`config.mk`:
```
export PLATFORM = sky130hd
export DESIGN_NAME = prog_loader
export DESIGN_NICKNAME = d
export VERILOG_FILES = /design/src/rtl/loader_pkg.sv /design/src/rtl/loader_csum.sv /design/src/rtl/prog_loader.sv
export SDC_FILE = /design/constraint.sdc
export NUM_CORES = 1
export LEC_CHECK = 0
export CORE_MARGIN = 5
export CORE_UTILIZATION = 55
export CTS_BUF_LIST = sky130_fd_sc_hd__clkbuf_16
export DETAILED_ROUTE_END_ITERATION = 10
export GPL_TIMING_DRIVEN = 0
export PLACE_DENSITY = 0.8
export SLEW_MARGIN = 20
export SYNTH_ARGS = -nofsm -noshare
export SYNTH_HDL_FRONTEND = slang
export SYNTH_SLANG_ARGS = --single-unit
```
`constraint.sdc`:
```
create_clock -name clk -period 2.8 [get_ports clk]
set_input_delay 0.56 -clock clk [delete_from_list [all_inputs] [get_ports clk]]
set_output_delay 0.56 -clock clk [all_outputs]
set_load 0.02 [all_outputs]
```
`src/rtl/loader_pkg.sv`:
```
// Shared definitions for the boot-time program loader: state encoding and frame layout.
package loader_pkg;

   localparam int FRAME_BYTES_PER_WORD = 2;

   typedef enum logic [2:0] {
      ST_LEN_HI  = 3'd0,
      ST_LEN_LO  = 3'd1,
      ST_DATA_HI = 3'd2,
      ST_DATA_LO = 3'd3,
      ST_CSUM    = 3'd4,
      ST_DONE    = 3'd5,
      ST_ERR     = 3'd6
   } state_t;

endpackage

```
`src/rtl/loader_csum.sv`:
```
// Running 8-bit XOR checksum over accepted frame bytes; registered result.
module loader_csum (
   input  logic       clk,
   input  logic       rst,
   input  logic       clr,
   input  logic       en,
   input  logic [7:0] din,
   output logic [7:0] csum
);

   always_ff @(posedge clk) begin
      if (rst || clr)
         csum <= 8'h00;
      else if (en)
         csum <= csum ^ din;
   end

endmodule

```
`src/rtl/prog_loader.sv`:
```
// Boot loader: parses a length/data/checksum byte frame, writes 16-bit words to
// program memory from address 0 and releases the CPU reset only on a good checksum.
module prog_loader
   import loader_pkg::*;
#(
   parameter int AWIDTH = 10,
   parameter int DWIDTH = 16
) (
   input  logic              clk,
   input  logic              rst,
   input  logic [7:0]        in_data,
   input  logic              in_valid,
   output logic              in_ready,
   input  logic              reload,
   output logic              mem_wr,
   output logic [AWIDTH-1:0] mem_addr,
   output logic [DWIDTH-1:0] mem_data,
   output logic              cpu_rst,
   output logic              done,
   output logic              error
);

   localparam logic [16:0] MAX_WORDS = 17'(1) << AWIDTH;

   state_t            state;
   logic [7:0]        len_hi_q;
   logic [7:0]        hi_q;
   logic [AWIDTH:0]   words_left;
   logic              cpu_rst_q;
   logic [7:0]        csum;
   logic              xfer;
   logic              reload_ok;
   logic [15:0]       len_w;

   // Stall one cycle after each write so the memory port never sees back-to-back strobes.
   assign in_ready  = (state <= ST_CSUM) && !mem_wr;
   assign xfer      = in_valid && in_ready;
   assign reload_ok = reload && (state == ST_DONE || state == ST_ERR);
   assign len_w     = {len_hi_q, in_data};
   assign cpu_rst   = cpu_rst_q || reload_ok;

   loader_csum u_csum (
      .clk  (clk),
      .rst  (rst),
      .clr  (reload_ok),
      .en   (xfer && state != ST_CSUM),
      .din  (in_data),
      .csum (csum)
   );

   always_ff @(posedge clk) begin
      if (rst) begin
         state      <= ST_LEN_HI;
         len_hi_q   <= 8'h00;
         hi_q       <= 8'h00;
         words_left <= '0;
         mem_wr     <= 1'b0;
         mem_addr   <= '0;
         mem_data   <= '0;
         cpu_rst_q  <= 1'b1;
         done       <= 1'b0;
         error      <= 1'b0;
      end else begin
         mem_wr <= 1'b0;
         if (mem_wr)
            mem_addr <= mem_addr + AWIDTH'(1);
         case (state)
            ST_LEN_HI: if (xfer) begin
               len_hi_q <= in_data;
               state    <= ST_LEN_LO;
            end
            ST_LEN_LO: if (xfer) begin
               if ({1'b0, len_w} > MAX_WORDS) begin
                  state <= ST_ERR;
                  error <= 1'b1;
               end else if (len_w == 16'h0000) begin
                  state <= ST_CSUM;
               end else begin
                  words_left <= (AWIDTH+1)'(len_w);
                  state      <= ST_DATA_HI;
               end
            end
            ST_DATA_HI: if (xfer) begin
               hi_q  <= in_data;
               state <= ST_DATA_LO;
            end
            ST_DATA_LO: if (xfer) begin
               mem_data   <= DWIDTH'({hi_q, in_data});
               mem_wr     <= 1'b1;
               words_left <= words_left - (AWIDTH+1)'(1);
               state      <= (words_left == (AWIDTH+1)'(1)) ? ST_CSUM : ST_DATA_HI;
            end
            ST_CSUM: if (xfer) begin
               if (in_data == csum) begin
                  state     <= ST_DONE;
                  done      <= 1'b1;
                  cpu_rst_q <= 1'b0;
               end else begin
                  state <= ST_ERR;
                  error <= 1'b1;
               end
            end
            ST_DONE, ST_ERR: if (reload) begin
               state     <= ST_LEN_HI;
               done      <= 1'b0;
               error     <= 1'b0;
               cpu_rst_q <= 1'b1;
               mem_addr  <= '0;
            end
            default: state <= ST_LEN_HI;
         endcase
      end
   end

endmodule

```
==> run_results.csv <==
group,metric,value,unit
yosys,postSynthRegisterBits,68,
detailed_routing,drcViolationCount,0,
cts,cts_tree,"done",
timing,total_count_of_hold_check_failures_in_the_final_report,0,
worst_setup_path,cpLargestDelayFamily,"buffers and inverters",
yosys,post_synth_instance_area,3310,µm²
detailed_routing,route.final.wire_length,8920,µm
yosys,synth_flop_cell,"sky130_fd_sc_hd__dfxtp_1",
pwr,pwr_density_cell,653,nW/µm²
pwr,max-vdd-ir-drop,559,µV
detailed_routing,num_vias,3260,
cts,clkLatencyLatePin,0.34,ns
detailed_routing,detail_route.vias_per_cell,5.94,
final_layout,synthToLayoutAreaGrowth,23.0,%
final_layout,final_cell_mix,"88 x sky130_fd_sc_hd__nand2_1, 67 x sky130_fd_sc_hd__dfxtp_1, 42 x sky130_fd_sc_hd__a21oi_1",
final_layout,fillers,475,
placement,gp_congestion,0.899,
placement,place_area,3730,µm²
worst_setup_path,worstPathCellList,"clkbuf_1 > buf_1 > o211ai_1 > nand2b_1 > clkdlybuf4s50_1",
timing,max-slew-margin-rel,40.8,%
yosys,synth_seq_area_share,41.2,%
worst_hold_path,end_of_the_worst_hold_path,"done",
run_status,status,"completed",
worst_setup_path,worst_path_max_delay_cell,"sky130_fd_sc_hd__clkdlybuf4s50_1",
global_routing,first_global_vias,3134,
detailed_routing,ant_nets,0,
cts,cts_root_buffer,"sky130_fd_sc_hd__clkbuf_16",
yosys,synthesis.nets,442,
worst_hold_path,holdCritStartpoint,"done",
cts,clock_path_buffers,2,
yosys,netlist.area_leader.share,41.2,%
die,initial_utilization,56.2,%
worst_setup_path,regToRegStartpoint,"mem_wr",
yosys,synth.avg_cell_area,7.74,µm²
placement,numPortBuffers,33,
final_layout,antenna_cells,0,
worst_setup_path,cp_num_buf_inv,3,
timing,setup_tns,0,ns
timing,finalCritPeriodShare,96.6,%
die,core,5890,µm²
worst_setup_path,crit_fanout,10,
die,die-area,7660,µm²
worst_hold_path,holdCritPathClass,"reg -> reg",
worst_setup_path,r2r_end,"words_left[10]",
worst_setup_path,critical_path.max_stage_delay,0.60,ns
global_routing,initial_antenna_violation_count,0,
global_routing,wire_length_of_the_first_global_routing_pass,15000,µm
detailed_routing,number_of_drc_violations_after_detailed_routing_iteration_0,310,
worst_setup_path,worst-r2r-setup-slack,0.45,ns
timing,final_setup_skew,0.00616,ns
yosys,synth_cells,427,
final_layout,nets,484,
worst_setup_path,critical_path_required,2.24,ns
timing,actual_slew_at_the_worst_max_slew_pin,0.887,ns
global_routing,pin_count_of_the_biggest_net_entering_global_routing,13,
timing,grt_setup_unrepaired,"false",
timing,fmax,0.370,GHz
final_layout,layout-drive-gt1-share,5.49,%
timing,count_of_pins_over_their_slew_limit,0,
die,num_rows,28,
placement,post-dp-hpwl,5980,µm
cts,cts_inserted_buffers,9,
run,cap_violations,0,
pwr,power.leakage,1.43,nW
yosys,ys_types,50,
global_routing,track_usage,25.0,%
yosys,netlist.top_cell.by_area,"sky130_fd_sc_hd__dfxtp_1",
detailed_routing,wl_per_cell,16.3,µm
final_layout,final_area,4070,µm²
cts,cts.sinks,68,
die,die-width,87.5,µm
cts,h_tree_levels,3,
cts,cts_hold_repair.buffers,0,
die,floorplan.io_pins,43,
yosys,synth-edff-count,0,
cts,clk_transition_reported_paths,0.05,ns
pwr,total_power,2.65,mW
yosys,yosys_warnings,0,
worst_setup_path,setup.worst_path.end_class,"output pin",
final_layout,mostFrequentLayoutCell,"sky130_fd_sc_hd__nand2_1",
timing,setup_viol_count_final,0,
yosys,ys_top_cells_by_area,"sky130_fd_sc_hd__dfxtp_1 41%, sky130_fd_sc_hd__nand2_1 10%, sky130_fd_sc_hd__a21oi_1 6.4%",
worst_setup_path,worst-endpoint-arrival,2.15,ns
cts,post-cts-setup-buffer-count,0,
worst_setup_path,worst_r2r_path_depth,6,
worst_setup_path,timing.critical_path.from_type,"register",
die,fp.dieH,87.5,µm
detailed_routing,dr.pass1.iters,5,
yosys,async_flop_share,0,%
global_routing,global_route_congestion_overflow_total,0,
worst_setup_path,setup.worst_path.class,"reg -> out",
timing,fin_crit,2.71,ns
worst_hold_path,hold_path_depth,2,
-- cell families (layout without fill, tap and decap cells) --
group / count (synthesis) / in the layout / synth area share (%)
DFF: 68 / 68 / 41.2
AOI/OAI and AO/OA: 90 / 90 / 17.0
muxes: 5 / 5 / 1.70
buffers and inverters: 43 / 90 / 5.00
adders and majority gates: 3 / 3 / 1.14
xor gates and xnor gates: 26 / 26 / 6.89
and+or+nand+nor: 192 / 192 / 27.1
-- how the worst max path moves through the flow --
stage | startpoint | end | depth (start not counted)
final | state[2] | cpu_rst | 5
after global routing | state[2] | cpu_rst | 5
after CTS | state[1] | cpu_rst | 5
after detailed placement | state[1] | cpu_rst | 6
after global placement | state[1] | cpu_rst | 6
after floorplan | in_data[4] | words_left[10] | 6
-- synth_stat cells (2+ instances only) --
| cell type | count |
|---|---|
| sky130_fd_sc_hd__a211o_1 | 2 |
| sky130_fd_sc_hd__a211oi_1 | 3 |
| sky130_fd_sc_hd__a21oi_1 | 42 |
| sky130_fd_sc_hd__a221oi_1 | 2 |
| sky130_fd_sc_hd__a311o_1 | 2 |
| sky130_fd_sc_hd__a31oi_1 | 2 |
| sky130_fd_sc_hd__and4_1 | 2 |
| sky130_fd_sc_hd__buf_2 | 2 |
| sky130_fd_sc_hd__clkbuf_1 | 30 |
| sky130_fd_sc_hd__dfxtp_1 | 68 |
| sky130_fd_sc_hd__ha_1 | 3 |
| sky130_fd_sc_hd__inv_1 | 10 |
| sky130_fd_sc_hd__mux2_2 | 2 |
| sky130_fd_sc_hd__mux2i_1 | 2 |
| sky130_fd_sc_hd__nand2_1 | 88 |
| sky130_fd_sc_hd__nand2b_1 | 4 |
| sky130_fd_sc_hd__nand3_1 | 25 |
| sky130_fd_sc_hd__nand4_1 | 9 |
| sky130_fd_sc_hd__nor2_1 | 37 |
| sky130_fd_sc_hd__nor2b_1 | 6 |
| sky130_fd_sc_hd__nor3_1 | 5 |
| sky130_fd_sc_hd__nor3b_1 | 3 |
| sky130_fd_sc_hd__nor4_1 | 4 |
| sky130_fd_sc_hd__nor4_2 | 3 |
| sky130_fd_sc_hd__o211ai_1 | 3 |
| sky130_fd_sc_hd__o21a_1 | 2 |
| sky130_fd_sc_hd__o21ai_0 | 12 |
| sky130_fd_sc_hd__o221ai_1 | 2 |
| sky130_fd_sc_hd__o22ai_1 | 2 |
| sky130_fd_sc_hd__o311ai_0 | 2 |
| sky130_fd_sc_hd__o311ai_1 | 3 |
| sky130_fd_sc_hd__o31ai_1 | 3 |
| sky130_fd_sc_hd__xnor2_1 | 13 |
| sky130_fd_sc_hd__xor2_1 | 13 |
-- routing by layer --
metal / up-vias / GRT usage [%] / routed length, µm
met3: 21 / 4.64 / 577
met5: - / 0 / 0
met4: 0 / 14.4 / 224
li1: 1562 / - / -
met1: 1534 / 31.9 / 3850
met2: 143 / 39.7 / 4270
-- stage by stage --
| stage | setup WS, ns | cells | utilization, % | hold slack (ns) |
|---|---|---|---|---|
| after floorplan | 0.639 | 427 | - | 0.418 |
| after global placement | 0.179 | 535 | 63.4 | 0.428 |
| after detailed placement | 0.113 | 535 | 63.4 | 0.446 |
| after CTS | 0.0660 | 550 | 69.1 | 0.455 |
| after global routing | 0.00648 | 549 | 69.1 | 0.471 |
| final | 0.0940 | 549 | 69.1 | 0.447 |
-- final cells by class --
class	instances	area (µm²)	area share (%)
inverter	10	37.5	0.923
clock buffer	9	225	5.54
tap	75	93.8	2.31
buffer	31	121	2.99
clock inverter	7	115	2.83
multi-input combinational	316	1780	43.8
timing repair buffer	33	330	8.13
sequential	68	1360	33.5
-- sequential cells by signal, indices dropped and copies added, names as in the netlist --
signal / cells
hi_q: 8
words_left: 11
cpu_rst_q: 1
mem_addr: 10
error: 1
mem_data: 16
len_hi_q: 8
u_csum.csum: 8
state: 3
mem_wr: 1
done: 1
-- report_power, final --
part | total, mW | leakage [nW] | internal [mW] | switching (mW)
Sequential | 1.05 | 0.552 | 1.01 | 0.0387
Clock | 1.30 | 0.169 | 0.868 | 0.436
Combinational | 0.304 | 0.708 | 0.107 | 0.197
-- worst reg2reg max path, stage by stage (launching register included) --
cell,delay (ns)
sky130_fd_sc_hd__dfxtp_1,0.33
sky130_fd_sc_hd__clkbuf_1,0.40
sky130_fd_sc_hd__nand4bb_1,0.28
sky130_fd_sc_hd__nor4_2,0.08
sky130_fd_sc_hd__mux2i_2,0.44
sky130_fd_sc_hd__nand2_1,0.33
sky130_fd_sc_hd__a311o_1,0.38
-- repair_timing --
item,in CTS,in global routing
hold endpoints to repair,0,0
endpoints found under the setup margin,1,1
resized for setup,1,2
(Power assumes the default switching activity.)
